--- config.mk ---
export PLATFORM = sky130hd
export DESIGN_NAME = div_share_arbiter
export DESIGN_NICKNAME = d
export VERILOG_FILES = /design/src/rtl/div_share_arbiter.sv
export SDC_FILE = /design/constraint.sdc
export NUM_CORES = 1
export LEC_CHECK = 0
export ABC_AREA = 1
export BUFFER_PORTS_ARGS = -buffer_cell sky130_fd_sc_hd__buf_2
export CAP_MARGIN = 40
export CORE_MARGIN = 1
export CORE_UTILIZATION = 38
export CTS_CLUSTER_SIZE = 14
export DETAILED_ROUTE_END_ITERATION = 16
export PLACE_DENSITY = 0.7
export SYNTH_ARGS = -nofsm -noshare
export SYNTH_HDL_FRONTEND = slang
export SYNTH_SLANG_ARGS = --single-unit
--- constraint.sdc ---
create_clock -name clk -period 2.4 [get_ports clk]
set_input_delay 0.36 -clock clk [delete_from_list [all_inputs] [get_ports clk]]
set_output_delay 0.36 -clock clk [all_outputs]
set_load 0.05 [all_outputs]
--- src/rtl/div_share_arbiter.sv ---
// div_share_arbiter
// Round-robin arbiter and sequencer that shares one restoring divider
// (8-bit dividend, 9-bit divisor) among N_REQ requesters. One request is served
// at a time. Divide-by-zero is answered locally. A divider that never finishes
// is cut off after DIV_TIMEOUT cycles.
//
// Ports:
//   clk, reset             clock, asynchronous active-high reset
//   req_valid/req_ready    per-requester handshake (ready is one-hot, IDLE only)
//   req_dividend           8 bits per requester, requester i at [8i+7:8i]
//   req_divisor            9 bits per requester, requester i at [9i+8:9i]
//   div_start              one-cycle start pulse to the shared divider
//   div_dividend/divisor   latched operands, stable until the response
//   div_done               divider completion strobe, with quotient/remainder
//   rsp_valid              one-cycle response pulse
//   rsp_id/quotient/remainder/err   registered response fields
//   busy                   high whenever the sequencer is not idle
module div_share_arbiter #(
  parameter int unsigned N_REQ       = 4,
  parameter int unsigned ID_W        = 2,
  parameter int unsigned DIV_TIMEOUT = 16
) (
  input  logic               clk,
  input  logic               reset,
  input  logic [N_REQ-1:0]   req_valid,
  input  logic [8*N_REQ-1:0] req_dividend,
  input  logic [9*N_REQ-1:0] req_divisor,
  output logic [N_REQ-1:0]   req_ready,
  output logic               div_start,
  output logic [7:0]         div_dividend,
  output logic [8:0]         div_divisor,
  input  logic               div_done,
  input  logic [7:0]         div_quotient,
  input  logic [8:0]         div_remainder,
  output logic               rsp_valid,
  output logic [ID_W-1:0]    rsp_id,
  output logic [7:0]         rsp_quotient,
  output logic [8:0]         rsp_remainder,
  output logic               rsp_err,
  output logic               busy
);

  localparam int unsigned CntW = $clog2(DIV_TIMEOUT + 1);

  typedef enum logic [1:0] {StIdle, StIssue, StWait, StResp} state_e;

  state_e          state_q;
  logic [ID_W-1:0] last_grant_q;
  logic [7:0]      dividend_q;
  logic [8:0]      divisor_q;
  logic [CntW-1:0] cnt_q;
  logic            div_start_q;
  logic            rsp_valid_q;
  logic            busy_q;
  logic [ID_W-1:0] rsp_id_q;
  logic [7:0]      rsp_quot_q;
  logic [8:0]      rsp_rem_q;
  logic            rsp_err_q;

  // Unpack the flat operand buses.
  logic [7:0] dvd_arr [N_REQ];
  logic [8:0] dvs_arr [N_REQ];
  for (genvar g = 0; g < N_REQ; g++) begin : g_unpack
    assign dvd_arr[g] = req_dividend[8*g +: 8];
    assign dvs_arr[g] = req_divisor[9*g +: 9];
  end

  // Round-robin search starting just after the last grant, wrapping around.
  logic            grant_found;
  logic [ID_W-1:0] grant_idx;
  logic [ID_W-1:0] cand;
  logic [7:0]      grant_dividend;
  logic [8:0]      grant_divisor;

  always_comb begin
    grant_found = 1'b0;
    grant_idx   = '0;
    cand        = '0;
    for (int unsigned k = 1; k <= N_REQ; k++) begin
      cand = ID_W'((32'(last_grant_q) + k) % N_REQ);
      if (!grant_found && req_valid[cand]) begin
        grant_found = 1'b1;
        grant_idx   = cand;
      end
    end
    grant_dividend = dvd_arr[grant_idx];
    grant_divisor  = dvs_arr[grant_idx];
  end

  // Ready is gated by reset so nothing is offered while reset is held.
  always_comb begin
    req_ready = '0;
    if (state_q == StIdle && !reset && grant_found) begin
      req_ready[grant_idx] = 1'b1;
    end
  end

  always_ff @(posedge clk or posedge reset) begin
    if (reset) begin
      state_q      <= StIdle;
      last_grant_q <= ID_W'(N_REQ - 1);
      dividend_q   <= '0;
      divisor_q    <= '0;
      cnt_q        <= '0;
      div_start_q  <= 1'b0;
      rsp_valid_q  <= 1'b0;
      busy_q       <= 1'b0;
      rsp_id_q     <= '0;
      rsp_quot_q   <= '0;
      rsp_rem_q    <= '0;
      rsp_err_q    <= 1'b0;
    end else begin
      div_start_q <= 1'b0;
      rsp_valid_q <= 1'b0;
      case (state_q)
        StIdle: begin
          if (grant_found) begin
            last_grant_q <= grant_idx;
            rsp_id_q     <= grant_idx;
            dividend_q   <= grant_dividend;
            divisor_q    <= grant_divisor;
            busy_q       <= 1'b1;
            if (grant_divisor == '0) begin
              // Answered locally; the divider is never started.
              rsp_quot_q  <= 8'hFF;
              rsp_rem_q   <= {1'b0, grant_dividend};
              rsp_err_q   <= 1'b1;
              rsp_valid_q <= 1'b1;
              state_q     <= StResp;
            end else begin
              div_start_q <= 1'b1;
              state_q     <= StIssue;
            end
          end
        end
        StIssue: begin
          cnt_q   <= '0;
          state_q <= StWait;
        end
        StWait: begin
          if (div_done) begin
            rsp_quot_q  <= div_quotient;
            rsp_rem_q   <= div_remainder;
            rsp_err_q   <= 1'b0;
            rsp_valid_q <= 1'b1;
            state_q     <= StResp;
          end else if (cnt_q == CntW'(DIV_TIMEOUT - 1)) begin
            // Last waiting cycle elapsed: response lands DIV_TIMEOUT+1 after start.
            rsp_quot_q  <= '0;
            rsp_rem_q   <= '0;
            rsp_err_q   <= 1'b1;
            rsp_valid_q <= 1'b1;
            state_q     <= StResp;
          end else begin
            cnt_q <= cnt_q + CntW'(1);
          end
        end
        StResp: begin
          busy_q  <= 1'b0;
          state_q <= StIdle;
        end
        default: state_q <= StIdle;
      endcase
    end
  end

  // rsp_id_q is also updated at accept, before RESP; expose it only through
  // the held response copy so it changes only on entry to RESP.
  logic [ID_W-1:0] rsp_id_hold_q;
  always_ff @(posedge clk or posedge reset) begin
    if (reset) begin
      rsp_id_hold_q <= '0;
    end else if (rsp_valid_q == 1'b0 && state_q != StResp &&
                 ((state_q == StIdle && grant_found && grant_divisor == '0) ||
                  (state_q == StWait && (div_done || cnt_q == CntW'(DIV_TIMEOUT - 1))))) begin
      rsp_id_hold_q <= (state_q == StIdle) ? grant_idx : rsp_id_q;
    end
  end

  assign div_start     = div_start_q;
  assign div_dividend  = dividend_q;
  assign div_divisor   = divisor_q;
  assign rsp_valid     = rsp_valid_q;
  assign rsp_id        = rsp_id_hold_q;
  assign rsp_quotient  = rsp_quot_q;
  assign rsp_remainder = rsp_rem_q;
  assign rsp_err       = rsp_err_q;
  assign busy          = busy_q;

endmodule

==> impl_results.md <==
* F_max at 361 MHz
* Met1 Use GR at 25.7%
* Crit Reg-Reg Endpoint: rsp_remainder[3]
* DIE AREA at 8700 µm²
* Setup TNS at -8770 ps
* Hold violation count in the final report at 0
* Count leader, synth: nand2_1
* Distinct cells, synth at 29
* Final WL at 9970 µm
* Post-synth top area share at 38.7%
* CTS clk-pin slew, worst paths at 110 ps
* Worst-path fanout max at 5
* Vias in the first global route at 3490
* Final min period at 2770 ps
* Final setup violation count at 33
* Site Rows at 32
* Root buf cell: clkbuf_8
* Post-synth EDFFs at 0
* Setup slack on the worst flop-to-flop path at -360 ps
* Cells after Synth at 421
* CP arrival at 2410 ps
* Initial Utilization at 40.1%
* Ys Warns at 0
* Count of input and output buffers at 135
* Worst-case reg-to-reg path depth at 21
* Synthesized flop and latch total at 51
* Share of cells above drive strength 1 at 52.5%
* Hpwl dp at 7360 µm
* Largest net degree at the start of global routing at 52
* Part of the Yosys area used for sequential elements at 40.4%
* Die Width at 93.3 µm
* Final setup skew at 9.57 ps
* Die Height at 93.3 µm
* Slew Viols, Final at 0
* Data required, critical path at 2040 ps
* Status: finished, violations left
* Htree depth at 2
* # diodes at 0
* First-pass GRT wire length at 15600 µm
* Cell taking the most area after synthesis: dfrtp_1
* Syn nets at 519
* Routed Antenna Nets at 0
* Unrepaired setup endpoints after global routing: true
* GRT Total Usage at 22.5%
* Via-to-Cell Ratio at 5.01
* CTS tree: done
* CTS max path bufs at 2
* Routed vias at 3603
* Final core utilization at 61.3%
* # DRC at 0
* Routed len/inst at 13.9 µm
* Initial antenna violation count at 0
* Crit. End Element: output pin
* Least-Margin Pin Slew at 650 ps
* Synth top cells by count: nand2_1, dfrtp_1, nand3_1, nand2_2
* TritonCTS Buffers at 5
* Worst setup path startpoint: last_grant_q[1]
* Top post-synthesis cells by area: dfrtp_1, nand2_1, o21ai_2
* Max-slew headroom at 56.6%
* Fin worst setup slack at -367 ps
* Post-Syn Area at 3170 µm²
* Gr ovfl total at 0
* Number of max-cap violations at 0
* Total I/O pin count at 136
* Busiest grt layer: met2
* Area growth syn-to-layout at 52.8%
* Clk_lat worst skew at 310 ps
* Failing checks: setup timing
* FF-to-FF Start: last_grant_q[1]
* Crit path launch type: flop
* Setup Crit Path Kind: flop to output pin
* Grt met2 use at 42.4%
* Ys flop type: dfrtp_1
* Hold buffers post-CTS at 0
* Worst Setup EP: req_ready[0]
* Routability cong. at 0.808
* Core Area at 7890 µm²
* Drt first pass iters at 4
* Clock sink total at 51
* Mean Syn Cell Area at 7.52 µm²
* Post-layout nets at 714
* Final period util at 115%
* Ys async rst share at 100%
* Starting DRT DRC Count at 98
* GR Util met3 at 4.55%
* Min-Delay Path Class: input pin to asynchronous set/reset pin
[registers in the layout, indices dropped and copies added, names as in the netlist]
signal,flops
rsp_quotient,8
cnt_q,5
rsp_id_q,2
rsp_remainder,9
state_q,2
last_grant_q,2
busy,1
div_dividend,8
rsp_err,1
div_start,1
div_divisor,9
rsp_valid,1
rsp_id,2
[worst max-delay path, cell delays in order, from the launching register on]
cell,delay [ps]
dfstp_2,600
inv_2,80
nand2_2,80
nand2_2,70
nand2_2,90
nand2_4,70
nor2_4,140
nand3_2,120
nand3_4,130
buf_4,140
buf_6,120
nand2_1,80
buf_4,140
nor2_4,70
buf_6,160
[logic make-up (layout without fill, tap and decap cells)]
group	Yosys count	in the layout	synth area share [%]
AO/OA/AOI/OAI	68	68	14.3
adder cells (fa/ha/maj)	6	6	2.37
buffers and inverters	45	241	7.31
flip-flops	51	51	40.4
AND/OR/NAND/NOR	251	251	35.6
[how the worst min path moves through the flow]
| stage | start | end | slack, ps | cells after the start |
|---|---|---|---|---|
| floorplan | reset | busy | 440 | 1 |
| global placement | div_dividend[1] | div_dividend[1] | 460 | 2 |
| detailed placement | div_dividend[1] | div_dividend[1] | 470 | 2 |
| CTS | div_quotient[2] | rsp_quotient[2] | 320 | 3 |
| global route | div_quotient[3] | rsp_quotient[3] | 330 | 3 |
| finish | reset | div_dividend[1] | 320 | 3 |
[routing by layer]
layer / share of wire, % / routed length (µm)
met2: 52 / 5200
met4: 1.6 / 156
met5: 0 / 0
met3: 5.4 / 538
met1: 41 / 4080
[cell usage in the layout, fill, tap and decap left out, types with 3 or more instances in the layout]
master    Yosys  final
a21oi_1       9      9
a22oi_1      13      8
a22oi_2       0      5
a31oi_1       5      5
buf_2         3    132
buf_4         1     52
buf_6         7     18
clkbuf_8      0      5
dfrtp_1      49     49
ha_1          6      6
inv_1        21     17
inv_2         4      4
inv_4         1      3
nand2_1     154    127
nand2_2      22     46
nand2_4       2      3
nand3_1      29     21
nand3_2       1      9
nand4_1      11     11
nor2_1       19     11
nor2_2        3      8
nor2_4        2      5
nor3_1        7      4
nor3_4        0      3
o21ai_0      21     18
o21ai_1       0      3
o21ai_2      18     18
[final cells by class]
cell class	instances	area, µm²
flip-flops and latches	51	1280
clock buffers	5	68.8
well taps	102	128
fillers	694	3050
clock inverters	3	26.3
multi-input cells	325	1890
inverters	28	124
repair buffers	205	1320
[stage by stage]
| stage | instances | setup slack, ps | area [µm²] | hold WS (ps) |
|---|---|---|---|---|
| 2_1_floorplan | 421 | -65.2 | 3260 | 440 |
| 3_3_place_gp | 692 | -247 | 4300 | 458 |
| 3_5_place_dp | 692 | -314 | 4300 | 466 |
| 4_1_cts | 715 | -313 | 4700 | 321 |
| 5_1_grt | 719 | -539 | 4840 | 328 |
| 6_report | 719 | -367 | 4840 | 324 |
[what timing repair did]
item | CTS | global route
resized for setup | 60 | 21
setup endpoints to repair | 34 | 37
pin swaps | 8 | 12
gates cloned | 1 | 3
buffers inserted | 15 | 1
Power is not shown: default switching activity piles up to over one toggle a cycle in this logic, so the estimate is an artifact.
